--- config.mk ---
export PLATFORM = sky130hd
export DESIGN_NAME = branch_redirect_ctrl
export DESIGN_NICKNAME = d
export VERILOG_FILES = /design/src/rtl/branch_redirect_ctrl.sv
export SDC_FILE = /design/constraint.sdc
export NUM_CORES = 1
export LEC_CHECK = 0
export ABC_AREA = 1
export CAP_MARGIN = 20
export CORE_MARGIN = 4
export CORE_UTILIZATION = 36
export CTS_CLUSTER_DIAMETER = 200
export CTS_CLUSTER_SIZE = 16
export DETAILED_ROUTE_END_ITERATION = 7
export GPL_TIMING_DRIVEN = 0
export PLACE_DENSITY = 0.79
export SLEW_MARGIN = 20
export SYNTH_ARGS = -nofsm -noshare
export SYNTH_HDL_FRONTEND = slang
export SYNTH_SLANG_ARGS = --single-unit
--- constraint.sdc ---
create_clock -name i_clk -period 1.6 [get_ports i_clk]
set_input_delay 0.24 -clock i_clk [delete_from_list [all_inputs] [get_ports i_clk]]
set_output_delay 0.24 -clock i_clk [all_outputs]
set_load 0.02 [all_outputs]
--- src/rtl/branch_redirect_ctrl.sv ---
// EX-stage control-flow redirect sequencer: PC redirect handshake to fetch, IF/ID flush, EX stall.
// Optional statistics counters enabled by BRANCH_REDIRECT_STATS_EN.
module branch_redirect_ctrl #(
  parameter int unsigned XLEN         = 32,
  parameter int unsigned FLUSH_CYCLES = 2,
  parameter int unsigned CNT_W        = 32
) (
  input  logic             i_clk,
  input  logic             i_rst_n,
  input  logic             i_ex_valid,
  input  logic             i_ex_is_branch,
  input  logic             i_ex_is_jump,
  input  logic             i_branch_taken,
  input  logic [XLEN-1:0]  i_target_pc,
  input  logic             i_fetch_ready,
  output logic             o_redirect_valid,
  output logic [XLEN-1:0]  o_redirect_pc,
  output logic             o_flush_if,
  output logic             o_flush_id,
  output logic             o_stall_ex,
  output logic             o_misaligned,
  output logic [CNT_W-1:0] o_br_count,
  output logic [CNT_W-1:0] o_taken_count,
  output logic [CNT_W-1:0] o_stall_cycles
);

  localparam int unsigned BUB_W = 4;

  typedef enum logic [1:0] {
    IDLE     = 2'd0,
    REDIRECT = 2'd1,
    FLUSH    = 2'd2
  } state_e;

  state_e            state_q, state_n;
  logic [BUB_W-1:0]  bub_q, bub_n;
  logic [XLEN-1:0]   pc_q, pc_n;
  logic              valid_q, valid_n;
  logic              stall_q, stall_n;
  logic              mis_q, mis_n;
  logic              take_c;
  logic              aligned_c;

  // Next-state and next-output logic; outputs are registered from the next state.
  always_comb begin
    state_n   = state_q;
    bub_n     = bub_q;
    pc_n      = pc_q;
    mis_n     = 1'b0;
    take_c    = i_ex_valid & (i_ex_is_jump | (i_ex_is_branch & i_branch_taken));
    aligned_c = (i_target_pc[1:0] == 2'b00);
    case (state_q)
      IDLE: begin
        if (take_c) begin
          if (aligned_c) begin
            pc_n    = i_target_pc;
            state_n = REDIRECT;
          end else begin
            mis_n = 1'b1;
          end
        end
      end
      REDIRECT: begin
        if (i_fetch_ready) begin
          bub_n   = BUB_W'(FLUSH_CYCLES - 1);
          state_n = FLUSH;
        end
      end
      FLUSH: begin
        if (bub_q == '0) begin
          state_n = IDLE;
        end else begin
          bub_n = bub_q - BUB_W'(1);
        end
      end
      default: state_n = IDLE;
    endcase
    valid_n = (state_n == REDIRECT);
    stall_n = (state_n != IDLE);
  end

  always_ff @(posedge i_clk or negedge i_rst_n) begin
    if (!i_rst_n) begin
      state_q <= IDLE;
      bub_q   <= '0;
      pc_q    <= '0;
      valid_q <= 1'b0;
      stall_q <= 1'b0;
      mis_q   <= 1'b0;
    end else begin
      state_q <= state_n;
      bub_q   <= bub_n;
      pc_q    <= pc_n;
      valid_q <= valid_n;
      stall_q <= stall_n;
      mis_q   <= mis_n;
    end
  end

  assign o_redirect_valid = valid_q;
  assign o_redirect_pc    = pc_q;
  assign o_flush_if       = stall_q;
  assign o_flush_id       = stall_q;
  assign o_stall_ex       = stall_q;
  assign o_misaligned     = mis_q;

`ifdef BRANCH_REDIRECT_STATS_EN
  logic [CNT_W-1:0] br_cnt_q, tk_cnt_q, st_cnt_q;
  logic             br_ev_c, tk_ev_c;

  assign br_ev_c = (state_q == IDLE) & i_ex_valid & (i_ex_is_branch | i_ex_is_jump);
  assign tk_ev_c = (state_q == IDLE) & take_c;

  // Saturating event counters.
  always_ff @(posedge i_clk or negedge i_rst_n) begin
    if (!i_rst_n) begin
      br_cnt_q <= '0;
      tk_cnt_q <= '0;
      st_cnt_q <= '0;
    end else begin
      if (br_ev_c && (br_cnt_q != '1)) br_cnt_q <= br_cnt_q + CNT_W'(1);
      if (tk_ev_c && (tk_cnt_q != '1)) tk_cnt_q <= tk_cnt_q + CNT_W'(1);
      if (stall_q && (st_cnt_q != '1)) st_cnt_q <= st_cnt_q + CNT_W'(1);
    end
  end

  assign o_br_count     = br_cnt_q;
  assign o_taken_count  = tk_cnt_q;
  assign o_stall_cycles = st_cnt_q;
`else
  assign o_br_count     = '0;
  assign o_taken_count  = '0;
  assign o_stall_cycles = '0;
`endif

endmodule

Yosys cells after proc, flatten, opt, wreduce, memory -nomap -nowiden
Cells that the tools add are included.
Storage, ports and cells
  register bits: 41
  bits of input ports: 39
  word-level logic and storage cells: 33
Cells by class
  add/subtract/negate cells: 1
  eq/ne operators: 5
  mux-type cells: 11
  bitwise operators: 3
  reduce and logical (&&, ||, !) cells: 7
Operators with widths (count)
  2-bit two-way mux: 4
  4-bit two-way mux: 2
  4-bit one-hot mux with 2 select lines: 1
  2-bit one-hot mux with 3 select lines: 1
  3-bit AND reduction: 2
  2-bit by 1-bit equality test with 1-bit output (second input constant): 2
  2-bit logical NOT: 2
  4-bit logical NOT: 1
  2-bit inequality test (second input constant): 2
  2-bit nonzero test: 2
  4-bit by 1-bit subtractor with 4-bit output (second input constant): 1
  1-bit two-way mux: 3
  1-bit bitwise AND: 2
  2-bit equality test (second input constant): 1
  1-bit OR: 1

Depth between registers and ports, before layout
Gate-level depths: netlist of the first run.
  depth after elaboration: 6
  depth in mapped cells: 7
  mapped depth without buffers: 7

Least setup slack after synthesis of the first run
OpenSTA, ideal clock, no wires.
  path type: register to register
  start: reg state_q[0]
  end: reg pc_q[27], in the netlist o_redirect_pc[27]
  setup time: 0.118 ns
  arrival time: 1.070 ns
  path slack: 0.412 ns
  stages on the path, launching flop included: 7
  path through: dfrtp_1 > nor3b_2 > nand3_2 > buf_6 > buf_6 > nand2_1 > o21ai_2
On the way
  longest elaborated chain between the ends: 2
Ends and longest elaborated chain
  start, declared: RTL line 35  | state_e state_q, state_n;
  start signal, assigned: RTL line 91  | state_q <= state_n;
  2-bit logical NOT: RTL line 52  | case (state_q)
  3-bit AND reduction (no source line)
  end signal, assigned: RTL line 93  | pc_q <= pc_n;
  end, declared: RTL line 37  | logic [XLEN-1:0] pc_q, pc_n;
No other way between the ends.
A chain may end at the register's enable or synchronous reset.

Worst setup path in the final report of the first run
  start: reg stall_q, in the netlist o_flush_id
  end: out o_flush_id
RTL lines
  start, declared: RTL line 39  | logic stall_q, stall_n;
  start signal, assigned: RTL line 95  | stall_q <= stall_n;
  end, declared: RTL line 19  | output logic o_flush_id,
No word-level cell between the ends.

==> metrics.yaml, run 1 <==
status:
  status: "finished, final reports clean"
pwr:
  powerDensity_nw_per_um2: 1291
  leakage_nw: 2.223
  peakVddDrop_v: 0.0007218
  p_switching_mw: 1.967
  p_clk_frac: 0.129
  pwr-share-seq: 0.343
  switching_share: 0.3949
  power_frac_comb: 0.528
  intPower_mw: 3.014
detailed_routing:
  drtIter0Drc: 29
  drc: 0
  detail-route-antenna-nets: 0
  wirelength_um: 5361
  wl_per_cell_um: 9.556
  first_pass_iters: 4
  via_count: 1996
  routed_via_density: 3.558
placement:
  dp_hpwl_um: 4497
  io_buffers: 75
  globalplace.congestion: 0.7582
  dp_cells: 552
  placed_area_um2: 3767
logic_synthesis:
  synthCells: 285
  ys_seq_area_frac: 0.4076
  synth.distinct_cells: 17
  syn_area_per_cell_um2: 8.833
  yosys_warnings: 0
  syn_area_um2: 2517
  synth_seq_cells: 41
critical_path:
  r2r_start: "bub_q[0]"
  path_class: "reg2out"
  start_kind: "flip-flop"
  cp.depth: 1
  cp.required_ns: 1.36
  startpoint: "o_flush_id"
  reg2regPathDepth: 5
  critical_path.slowest_cell: "clkdlybuf4s50_1"
  path_cells: "clkdlybuf4s50_1"
  cp_slowest_stage_delay_ns: 0.61
  path_buf_inv: 1
  r2r_setup_slack_ns: 0.23
  path_delay_family: "buffers and inverters"
  path_max_fanout: 3
  cp-end-kind: "output port"
  setup.worst_path.end: "o_flush_id"
  crit_arrival_ns: 1.27
  worst_r2r_endpoint: "bub_q[3]"
cells_and_area:
  syn2layout_area_growth_pct: 53.23
  nets: 505
  drive_above_1_share: 0.2903
  n_antenna_cell: 0
  final_core_util: 0.5678
  final_area_um2: 3857
  fin_cells: 561
clock_network:
  cts.sink_count: 41
  cts_tree: "yes"
  post_cts_buffers: 0
  h-tree-depth: 2
  cts_buffers: 5
  insertion_delay_ns: 0.29
  clk_path_buf_depth: 2
  clk_pin_slew_ns: 0.08
  ctsRootBufferMaster: "clkbuf_8"
global_routing:
  grt_use_total: 0.1301
  overflow: 0
  grt_first_pass_wirelength_um: 9045
  grt_pass1_vias: 2000
  grt_max_degree: 23
  antenna_found_initial: 0
run:
  cap_violations: 0
sta:
  timing.final.crit_share: 0.9437
  setup_viol: 0
  slew_viol_final: 0
  rsz0062_at_grt: "no"
  hold_viol_final: 0
  fin_skew_ns: 0.005384
  whs_ns: 0.4538
  fmax_mhz: 662.3
  fin_crit_ns: 1.510
floorplanning:
  die_y_um: 91.63
  fp.dieW_um: 91.63
  coreArea_um2: 6794
  ios: 172
  start_util: 0.3705
  dieArea_um2: 8395
  fp-row-count: 30
hold_path:
  hold_path.class: "in2async"
[power groups by stage]
stage | Clock [mW] | Combinational [mW] | Sequential, mW
2_1_floorplan | 0 | 1.10 | 2.18
3_3_place_gp | 0 | 2.59 | 1.71
3_5_place_dp | 0 | 2.65 | 1.73
4_1_cts | 0.679 | 2.65 | 1.71
5_1_grt | 0.714 | 2.86 | 1.77
6_report | 0.644 | 2.63 | 1.71
[layout make-up]
class | instances | area (µm²)
plain buffers | 105 | 807.0
clock buffers | 6 | 72.57
well taps | 96 | 120.1
fillers | 604 | 2937
inverters | 40 | 150.1
flip-flops and latches | 41 | 1026
clock inverters | 2 | 10.01
multi-input cells | 194 | 890.9
repair buffers | 77 | 780.7
[logic make-up after synthesis]
family                     count (synthesis)  share of synthesized area
buffers and inverters                    145                     0.3802
and+or+nand+nor                           61                    0.09990
DFF                                       41                     0.4076
AOI/OAI and AO/OA                         34                    0.09742
adders and majority gates                  2                   0.009939
xor gates and xnor gates                   1                   0.003480
other                                      1                   0.001490
[cells in the final DEF, fill, tap and decap left out, drive strengths merged, types with 7 or more instances in the layout]
cell type,Yosys,routed
clkdlybuf4s50,0,72
o21ai,32,32
nand2,46,46
buf,104,106
nor2,7,7
conb,1,96
dfrtp,41,41
clkbuf,1,7
nand3,7,7
inv,40,40
[worst reg2reg max path, stage by stage, from the launching register on]
cell and delay [ns]:
dfrtp_1 0.36, inv_1 0.15, ha_1 0.17, nand2_1 0.08
a21oi_1 0.33, o21ai_0 0.15
[worst min path at each step]
stage | startpoint | slack, ns | end | cells after the start
after floorplan | i_rst_n | -0.06 | bub_q[0] | 0
after detailed placement | i_rst_n | 0.23 | o_redirect_pc[19] | 1
final | i_rst_n | 0.45 | o_misaligned | 2
after global placement | o_redirect_pc[1] | 0.45 | o_redirect_pc[1] | 2
after CTS | i_rst_n | 0.47 | state_q[1] | 2
after global routing | i_rst_n | 0.49 | o_redirect_pc[19] | 2
[cells in the mapped netlist]
library cell  number  share of area
dfrtp_1           41           0.41
buf_4             98           0.29
nand3_2            1         0.0040
a21oi_1            2         0.0040
nand2_1           46          0.069
o21ai_1           10          0.020
inv_1             40          0.060
buf_6              6          0.027
ha_1               2         0.0099
clkbuf_1           1         0.0015
o21ai_0            2         0.0040
nor3b_2            1         0.0050
nor2_1             7          0.010
conb_1             1         0.0015
nand3_1            6          0.012
o21ai_2           20          0.070
xor2_1             1         0.0035
[timing repair]
| item | 4_1_cts | 5_1_grt |
|---|---|---|
| resized for setup | 2 | 0 |
| hold buffers | 1 | 0 |
| hold endpoints to repair | 19 | 0 |
| endpoints found under the setup margin | 2 | 0 |
[state kept, by name, summed over array words and instances (netlist names)]
signal and count:
state_q 2, bub_q 4, o_flush_id 1, o_redirect_valid 1, o_misaligned 1, o_redirect_pc 32
[per-stage QoR]
stage               setup TNS [ns]  setup WS [ns]  total power, mW
detailed placement               0        0.03927            4.383
global placement            -30.51        -0.7471            4.304
floorplan                        0         0.4119            3.283
global route                     0        0.03064            5.344
CTS                              0        0.06498            5.041
finish                           0        0.09003            4.981
[metal layers]
layer  wire length (µm)  part of all wire  global-route usage  up-vias
met5                  0                 0                   0        -
met2               2796              0.52              0.2349      104
li1                   -                 -                   -     1019
met1               1923              0.36              0.1437      867
met3                595              0.11             0.04922        6
met4                 46            0.0086             0.03015        0
(Power assumes the default switching activity.)
==> run 2, diff against run 1 <==
--- a/config.mk
+++ b/config.mk
@@ -9,7 +9,7 @@
 export CAP_MARGIN = 20
 export CORE_MARGIN = 4
 export CORE_UTILIZATION = 36
-export CTS_CLUSTER_DIAMETER = 200
+export CTS_CLUSTER_DIAMETER = 40
 export CTS_CLUSTER_SIZE = 16
 export DETAILED_ROUTE_END_ITERATION = 7
 export GPL_TIMING_DRIVEN = 0
==> results of run 2 <==
Final layout, timing and power as in run 1 (identical DEF).
